===== src/rtl/core_pkg.sv =====
// Shared definitions for the fetch/redirect path: branch codes, FSM state, PC width.
package core_pkg;

  localparam int unsigned PC_W = 32;
  localparam logic [PC_W-1:0] RESET_PC_DEFAULT = 32'h0000_0000;

  // Conditional-branch funct3 encodings.
  localparam logic [2:0] F3_BEQ  = 3'b000;
  localparam logic [2:0] F3_BNE  = 3'b001;
  localparam logic [2:0] F3_BLT  = 3'b100;
  localparam logic [2:0] F3_BGE  = 3'b101;
  localparam logic [2:0] F3_BLTU = 3'b110;
  localparam logic [2:0] F3_BGEU = 3'b111;

  typedef enum logic {
    RUN   = 1'b0,
    FLUSH = 1'b1
  } state_e;

endpackage


===== src/rtl/branch_cond.sv =====
// Combinational branch-condition evaluator; reserved encodings resolve to not-taken.
module branch_cond
  import core_pkg::*;
(
  input  logic [2:0]      funct3_i,
  input  logic [PC_W-1:0] rs1_i,
  input  logic [PC_W-1:0] rs2_i,
  output logic            cond_o
);

  logic eq;
  logic lt_s;
  logic lt_u;

  assign eq   = (rs1_i == rs2_i);
  assign lt_s = ($signed(rs1_i) < $signed(rs2_i));
  assign lt_u = (rs1_i < rs2_i);

  // Decode funct3 into the selected comparison result.
  always_comb begin
    cond_o = 1'b0;
    case (funct3_i)
      F3_BEQ:  cond_o = eq;
      F3_BNE:  cond_o = ~eq;
      F3_BLT:  cond_o = lt_s;
      F3_BGE:  cond_o = ~lt_s;
      F3_BLTU: cond_o = lt_u;
      F3_BGEU: cond_o = ~lt_u;
      default: cond_o = 1'b0;
    endcase
  end

endmodule


===== src/rtl/pc_redirect_unit.sv =====
// Fetch PC owner: resolves EX branches/jumps, redirects the PC, flushes IF/ID and counts branches.
module pc_redirect_unit
  import core_pkg::*;
#(
  parameter logic [PC_W-1:0] RESET_PC     = RESET_PC_DEFAULT,
  parameter int unsigned     FLUSH_CYCLES = 2,
  parameter int unsigned     CNT_W        = 16
) (
  input  logic             clk,
  input  logic             rst,
  input  logic             stall,
  input  logic             ex_valid,
  input  logic             ex_is_branch,
  input  logic             ex_is_jump,
  input  logic [2:0]       ex_funct3,
  input  logic [PC_W-1:0]  ex_pc,
  input  logic [PC_W-1:0]  ex_rs1,
  input  logic [PC_W-1:0]  ex_rs2,
  input  logic [PC_W-1:0]  ex_imm,
  input  logic [PC_W-1:0]  ex_jump_target,
  output logic [PC_W-1:0]  pc,
  output logic             flush,
  output logic             taken,
  output logic             misalign_err,
  output logic [CNT_W-1:0] branch_cnt,
  output logic [CNT_W-1:0] taken_cnt
);

  state_e           state_q, state_d;
  logic [2:0]       fcnt_q, fcnt_d;
  logic [PC_W-1:0]  pc_q, pc_d;
  logic             taken_q, taken_d;
  logic             mis_q, mis_d;
  logic [CNT_W-1:0] branch_cnt_q, branch_cnt_d;
  logic [CNT_W-1:0] taken_cnt_q, taken_cnt_d;

  logic            cond;
  logic            accept;
  logic            br_resolved;
  logic            br_taken;
  logic            redirect;
  logic [PC_W-1:0] target;

  branch_cond u_branch_cond (
    .funct3_i (ex_funct3),
    .rs1_i    (ex_rs1),
    .rs2_i    (ex_rs2),
    .cond_o   (cond)
  );

  // EX is only honoured in RUN; a jump overrides a simultaneous branch flag.
  assign accept      = (state_q == RUN) && ex_valid;
  assign br_resolved = accept && ex_is_branch && !ex_is_jump;
  assign br_taken    = br_resolved && cond;
  assign redirect    = accept && (ex_is_jump || (ex_is_branch && cond));
  assign target      = ex_is_jump ? ex_jump_target : (ex_pc + ex_imm);

  // Next-state logic for the FSM, PC, flush counter and sticky error.
  always_comb begin
    state_d = state_q;
    fcnt_d  = fcnt_q;
    pc_d    = pc_q;
    taken_d = 1'b0;
    mis_d   = mis_q;
    unique case (state_q)
      RUN: begin
        if (redirect) begin
          pc_d    = {target[PC_W-1:2], 2'b00};
          mis_d   = mis_q | target[1];
          taken_d = 1'b1;
          fcnt_d  = 3'(FLUSH_CYCLES);
          state_d = FLUSH;
        end else if (!stall) begin
          pc_d = pc_q + 32'd4;
        end
      end
      FLUSH: begin
        fcnt_d = fcnt_q - 3'd1;
        if (!stall) pc_d = pc_q + 32'd4;
        if (fcnt_q <= 3'd1) state_d = RUN;
      end
      default: state_d = RUN;
    endcase
  end

  // Saturating statistics counters, independent of stall.
  always_comb begin
    branch_cnt_d = branch_cnt_q;
    taken_cnt_d  = taken_cnt_q;
    if (br_resolved && (branch_cnt_q != '1)) branch_cnt_d = branch_cnt_q + 1'b1;
    if (br_taken && (taken_cnt_q != '1))     taken_cnt_d  = taken_cnt_q + 1'b1;
  end

  // State registers with asynchronous reset.
  always_ff @(posedge clk or posedge rst) begin
    if (rst) begin
      state_q      <= RUN;
      fcnt_q       <= 3'd0;
      pc_q         <= RESET_PC;
      taken_q      <= 1'b0;
      mis_q        <= 1'b0;
      branch_cnt_q <= '0;
      taken_cnt_q  <= '0;
    end else begin
      state_q      <= state_d;
      fcnt_q       <= fcnt_d;
      pc_q         <= pc_d;
      taken_q      <= taken_d;
      mis_q        <= mis_d;
      branch_cnt_q <= branch_cnt_d;
      taken_cnt_q  <= taken_cnt_d;
    end
  end

  assign pc           = pc_q;
  assign flush        = (state_q == FLUSH);
  assign taken        = taken_q;
  assign misalign_err = mis_q;
  assign branch_cnt   = branch_cnt_q;
  assign taken_cnt    = taken_cnt_q;

endmodule


===== config.mk =====
export PLATFORM = sky130hd
export DESIGN_NAME = pc_redirect_unit
export DESIGN_NICKNAME = d
export VERILOG_FILES = /design/src/rtl/core_pkg.sv /design/src/rtl/branch_cond.sv /design/src/rtl/pc_redirect_unit.sv
export SDC_FILE = /design/constraint.sdc
export NUM_CORES = 1
export LEC_CHECK = 0
export ABC_AREA = 1
export CORE_MARGIN = 4
export CORE_UTILIZATION = 48
export CTS_CLUSTER_DIAMETER = 120
export DETAILED_ROUTE_END_ITERATION = 6
export PLACE_DENSITY_LB_ADDON = 0.12
export REMOVE_ABC_BUFFERS = 1
export SLEW_MARGIN = 10
export SYNTH_ARGS = -nofsm -noshare
export SYNTH_HDL_FRONTEND = slang
export SYNTH_SLANG_ARGS = --single-unit

===== constraint.sdc =====
create_clock -name clk -period 2.58 [get_ports clk]
set_input_delay 0.258 -clock clk [delete_from_list [all_inputs] [get_ports clk]]
set_output_delay 0.258 -clock clk [all_outputs]
set_load 0.05 [all_outputs]

**Word level (Yosys, flattened, before mapping)**

Cells that the tools add are included.
Widths: inputs -> output; s select.

- Reduce and logical (&&, ||, !) cells: 12
- Add/subtract/negate cells: 5
- Bitwise logic cells: 5
- Equality and inequality tests: 9
- Order comparisons: 3
- Mux-type cells: 11

Operators by type and width:

| operator | number |
|---|---|
| $mux 32 | 3 |
| $lt 32x32->1 | 2 |
| $pmux 32 s2 | 1 |
| $add 16x1->16 const B | 2 |
| $add 32x3->32 const B | 1 |
| $add 32x32->32 | 1 |
| $eq 32x32->1 | 1 |
| $ne 16x16->1 const B | 2 |
| $eq 3x3->1 const B | 4 |
| $logic_and 1x1->1 | 8 |
| $pmux 1 s6 | 1 |
| $pmux 3 s2 | 1 |
| $not 1->1 | 4 |
| $eq 3x1->1 const B | 1 |
| $le 3x1->1 const B | 1 |
| $logic_not 3->1 | 1 |
| $mux 1 | 3 |
| $mux 3 | 1 |
| $sub 3x1->3 const B | 1 |
| $ne 2x2->1 const B | 1 |
| $pmux 1 s2 | 1 |
| $reduce_and 2->1 | 1 |
| $logic_not 1->1 | 1 |
| $logic_or 1x1->1 | 1 |
| $or 1x1->1 | 1 |

- Register bits after elaboration: 70
- Bits of input ports: 169
- Output and inout port bits: 67
- Word-level logic and storage cells: 52

**Longest topological paths before layout**

Gate-level depths: netlist of the first run.

- Depth in word-level cells: 8
- Mapped depth: 22
- Mapped depth without buffers: 21

**Hierarchy**

From an unflattened synthesis of the first run, not the netlist that was laid out.

- Cell total of the unflattened synthesis: 1,183
- Area, all modules: 7,352.1 µm²

By module, submodules not included:

| module | instances | area an instance (µm²) | sequential area each (µm²) | cells an instance |
|---|---|---|---|---|
| pc_redirect_unit | 1 | 6,361.1 | 1,701.6 | 1,014 |
| branch_cond | 1 | 991.0 | 0.0 | 169 |

**Worst setup path before layout of the first run**

No wires, ideal clock.

- Kind: reg-to-reg
- From: register pc_q[2] (netlist: pc[2])
- To: register pc_q[28] (netlist: pc[28])
- Path buffers: 0
- Clock period less this slack: 2.315 ns
- Slack: 0.265 ns
- Setup time: 0.065 ns
- Stages on the path, launching flop included: 13
- Required time: 2.515 ns
- Arrival: 2.250 ns
- Cell sequence: dfrtp_1 ha_1 nand3_1 nor3_2 nand3_1 inv_1 nand2_2 nor2_2 nand3_1 nor3_2 or2_2 nand4_1 nand2_1

- Longest elaborated chain between the ends: 4

RTL lines:

| element | line | RTL |
|---|---|---|
| from (decl) | pc_redirect_unit.sv:31 | `logic [PC_W-1:0] pc_q, pc_d;` |
| from (signal assigned) | pc_redirect_unit.sv:107 | `pc_q <= pc_d;` |
| $add 32x3->32 * | pc_redirect_unit.sv:74, pc_redirect_unit.sv:79 |  |
| $mux 32 * | pc_redirect_unit.sv:73, pc_redirect_unit.sv:79 |  |
| $mux 32 | pc_redirect_unit.sv:67 | `if (redirect) begin` |
| $pmux 32 s2 * | pc_redirect_unit.sv:65 | `unique case (state_q)` |
| named net pc_d[28] | pc_redirect_unit.sv:31 |  |

The timed path passes the listed nets; every way through them passes the cells marked *.
A chain may end at the register's enable or synchronous reset.

**Final worst setup path of the first run**

- From: input port ex_pc[15]
- To: register pc_q[24] (netlist: pc[24])

- Longest elaborated chain between the ends: 4

RTL lines:

| element | line | RTL |
|---|---|---|
| from (decl) | pc_redirect_unit.sv:16 | `input logic [PC_W-1:0] ex_pc,` |
| $add 32x32->32 | pc_redirect_unit.sv:56 | `assign target = ex_is_jump ? ex_jump_target : (ex_pc + ex_imm);` |
| $mux 32 | pc_redirect_unit.sv:56 |  |
| $mux 32 | pc_redirect_unit.sv:67 |  |
| $pmux 32 s2 | pc_redirect_unit.sv:65 |  |
| named net pc_d[24] | pc_redirect_unit.sv:31 |  |

The timed path passes the listed nets, and every way through them passes these cells.

==> results of run 1 <==
==> cells in the mapped netlist (5+ instances only) <==
cell and number:
nand2_1 294, inv_1 133, nor2_1 74, nand3_1 71
dfrtp_1 68, ha_1 67, a21oi_1 60, o21ai_0 53
xor2_1 42, nor3_1 25, xnor2_1 25, nand4_1 23
o21ai_2 22, o21ai_1 10, nor4_1 8, clkbuf_1 6
o21a_1 6, buf_6 5, nand2_2 5, nand3b_1 5
nor2_2 5
==> layout by cell type, fill, tap and decap left out, types with 3 or more instances in the layout <==
master,n
and3_1,4
o21a_1,6
a21o_1,3
nand2_2,6
nand2_1,293
clkdlybuf4s50_1,231
ha_1,67
buf_12,3
nor2_1,74
inv_2,3
a31oi_1,3
dfrtp_1,68
or2_2,4
o21ai_0,51
o21ai_1,12
nand3_1,71
a21oi_1,59
clkbuf_16,9
nand3b_1,5
nor2_2,4
inv_6,3
buf_4,51
nor4_1,8
xnor2_1,25
nor3_1,25
nand4_1,23
xor2_1,42
inv_1,132
o21ai_2,22
==> final timing paths <==
kind / start / endpoint / slack [ns]
min in group clk: ex_is_jump / branch_cnt[12] / 0.33
max in group asynchronous: rst / pc[23] / 1.96
max: ex_pc[15] / pc[24] / 0.19
max reg2reg: pc[3] / pc[28] / 0.42
min: rst / taken_cnt[2] / 0.33
min reg2reg: misalign_err / misalign_err / 0.46
==> metrics by stage <==
| step | std cells | setup WS, ns | utilization (%) | hold WS [ns] |
|---|---|---|---|---|
| after floorplan | 1035 | 0.139 | - | 0.447 |
| after detailed placement | 1506 | -0.110 | 68.7 | 0.448 |
| after global routing | 1522 | -0.00495 | 71.1 | 0.366 |
| after global placement | 1506 | -0.0734 | 68.7 | 0.449 |
| after CTS | 1522 | 0.224 | 71.0 | 0.340 |
| final | 1522 | 0.190 | 71.1 | 0.330 |
==> registers in the layout, indices dropped and copies added, names as in the netlist <==
signal        count
pc               30
fcnt_q            3
taken_cnt        16
branch_cnt       16
taken             1
flush             1
misalign_err      1
==> final cells by class <==
cell class	count	area, µm²	area share, %
timing repair buffer	287	2770	26.9
inverter	136	510	4.96
clock inverter	6	93.8	0.912
tap	184	230	2.24
clock buffer	10	239	2.32
sequential	68	1700	16.5
multi-input combinational	831	4750	46.1
==> per-layer routing <==
layer	GRT usage [%]	vias to the layer above	share of wire, %
li1	-	4021	-
met1	30.1	3484	41
met2	43.9	238	50
met3	3.09	44	5.9
met4	7.72	0	3.1
met5	0	-	0
==> kinds of logic after synthesis <==
kind of cell / Yosys count
muxes: 2
xor gates and xnor gates: 67
adders and majority gates: 68
and+or+nand+nor: 524
AOI/OAI and AO/OA: 168
other: 1
buffers and inverters: 155
DFF: 68
==> worst register-to-register path, stage by stage (launching register included) <==
cell,delay (ns)
dfrtp_1,0.40
ha_1,0.23
nand3_1,0.13
nor3_2,0.22
nand3_1,0.16
inv_1,0.12
nand2_2,0.09
nor2_2,0.15
nand3_1,0.14
nor3_2,0.17
or2_2,0.14
nand4_1,0.08
nand2_1,0.06
==> power by group through the flow <==
stage	registers [µW]	logic [µW]	clock network [µW]
3_5_place_dp	1890	4170	0
4_1_cts	1880	4200	1390
5_1_grt	1930	4530	1440
2_1_floorplan	2960	1500	0
3_3_place_gp	1880	4110	0
6_report	1880	4180	1370
==> timing repair <==
| item | 4_1_cts | 5_1_grt |
|---|---|---|
| gates resized for setup | 0 | 6 |
| endpoints found under the setup margin | 0 | 44 |
| hold buffers | 0 | 0 |
==> reports/summary.txt, run 1 <==
yosys warns = 0
mux cell area share after synthesis = 0.301%
final-layout fill cell count = 1272
Sw Ratio = 47.6%
critical path launch point type = primary input
clock sink total = 68
setup TNS = 0 ns
Logic pwr share = 56.3%
crit-path leading delay family = simple AND/OR/NAND/NOR gates
status = completed
First DRT Iteration DRCs = 372
number of routed nets with antenna violations = 0
Root Buffer = clkbuf_16
final hold vios = 0
first-pass GRT wire length = 33500 µm
WP buf/inv = 1
peak supply drop = 0.436 mV
Yosys reg bits = 68
Period Utilization, post-route = 92.7%
Max Cap Violations = 0
diodes inserted = 0
Worst-Skew Late Latency = 0.33 ns
worst-case reg-to-reg path depth = 12
Post-Syn Area = 7070 µm²
Post-Route WL = 20400 µm
worst path required time = 2.79 ns
XOR/XNOR share of the synthesized area = 8.30%
Design Area, Final = 10300 µm²
min cycle time layout = 2.39 ns
Initial Util = 48.8%
Reg power frac = 25.3%
Pre-Repair DR Iteration Count = 4
# H-tree levels = 3
I/O pins = 236
IO buf count = 232
Worst Tran Pin Value = 0.584 ns
EDFF count, synth = 0
PwrDens = 722 nW/µm²
Tot GR Track Use = 24.3%
share of the synthesized area in the top cell type = 24.1%
Setup Skew = 0.00631 ns
cells along the critical path = clkdlybuf4s50_1 -> ha_1 -> a21oi_1 -> o21ai_0 -> a21oi_1 -> nand3_1 -> nand2_1 -> nand2_1 -> or2_2 -> nand3_1 -> nand2_1 -> nand2_1 -> o21ai_2
vias in the first global route = 7515
Layout area overhead = 45.6%
Setup crit end kind = flop
DRC Markers = 0
die area = 16700 µm²
CTS buffer count = 9
clk buf depth = 2
fmax = 0.418 GHz
register area share after synthesis = 24.1%
Mapped Cells = 1053
Psw = 3540 µW
setup violators final = 0
initial antenna violation count = 0
Worst Hold Class = primary input to async pin
CP Depth = 13
FFs w/ async S/R, synth = 100%
Worst Path Arrival = 2.60 ns
Die X = 129 µm
normalized max-slew margin = 60.9%
CP max stage cell = clkdlybuf4s50_1
hpwl dp = 17100 µm
top cell type by total area after synthesis = dfrtp_1
pin count of the biggest net entering global routing = 69
largest cells by area after synthesis = dfrtp_1 24%, nand2_1 16%, ha_1 12%, inv_1 7.1%, xor2_1 5.2%
Slew Limit Fails = 0
Core Footprint = 14500 µm²
CTS tree = done
CP max stage delay = 0.41 ns
largest family of logic cells by synthesized area = simple AND/OR/NAND/NOR gates
total congestion overflow = 0
Post-CTS Repair Setup Buffers = 0
Cell Area, Placed = 9940 µm²
gpl congestion = 0.857
row cnt = 44
post-synthesis compound-gate area fraction = 13.9%
clock-pin transition on the worst setup and hold timing paths = 0.06 ns
CP dominant cell by count = nand2_1
simple-gate share of the synthesized area = 32.2%
routed vias = 7787
Wirelength per Cell = 13.4 µm
die height = 129 µm
Post-synth top flop = dfrtp_1
via/cell ratio = 5.12
Leak = 0.00487 µW
Post-layout nets = 1570
Overall Power = 7430 µW
worst-path fanout max = 4
layout cells sized above 1 = 9.04%
critical path class = primary input to flop
Synth cell types = 46
Post-Synth Adder-Cell Area = 12.1%
syn avg cell area = 6.71 µm²
Clock power frac = 18.4%
Int Power = 3890 µW
No activity file was read; power rests on OpenSTA's default activity.
==> run 2: changes to the inputs <==
--- a/config.mk
+++ b/config.mk
@@ -6,6 +6,7 @@
 export NUM_CORES = 1
 export LEC_CHECK = 0
 export ABC_AREA = 1
+export ABC_CLOCK_PERIOD_IN_PS = 2580
 export CORE_MARGIN = 4
 export CORE_UTILIZATION = 48
 export CTS_CLUSTER_DIAMETER = 120
==> results of run 2 <==
No change in the layout: final DEF, timing and power equal those of run 1.
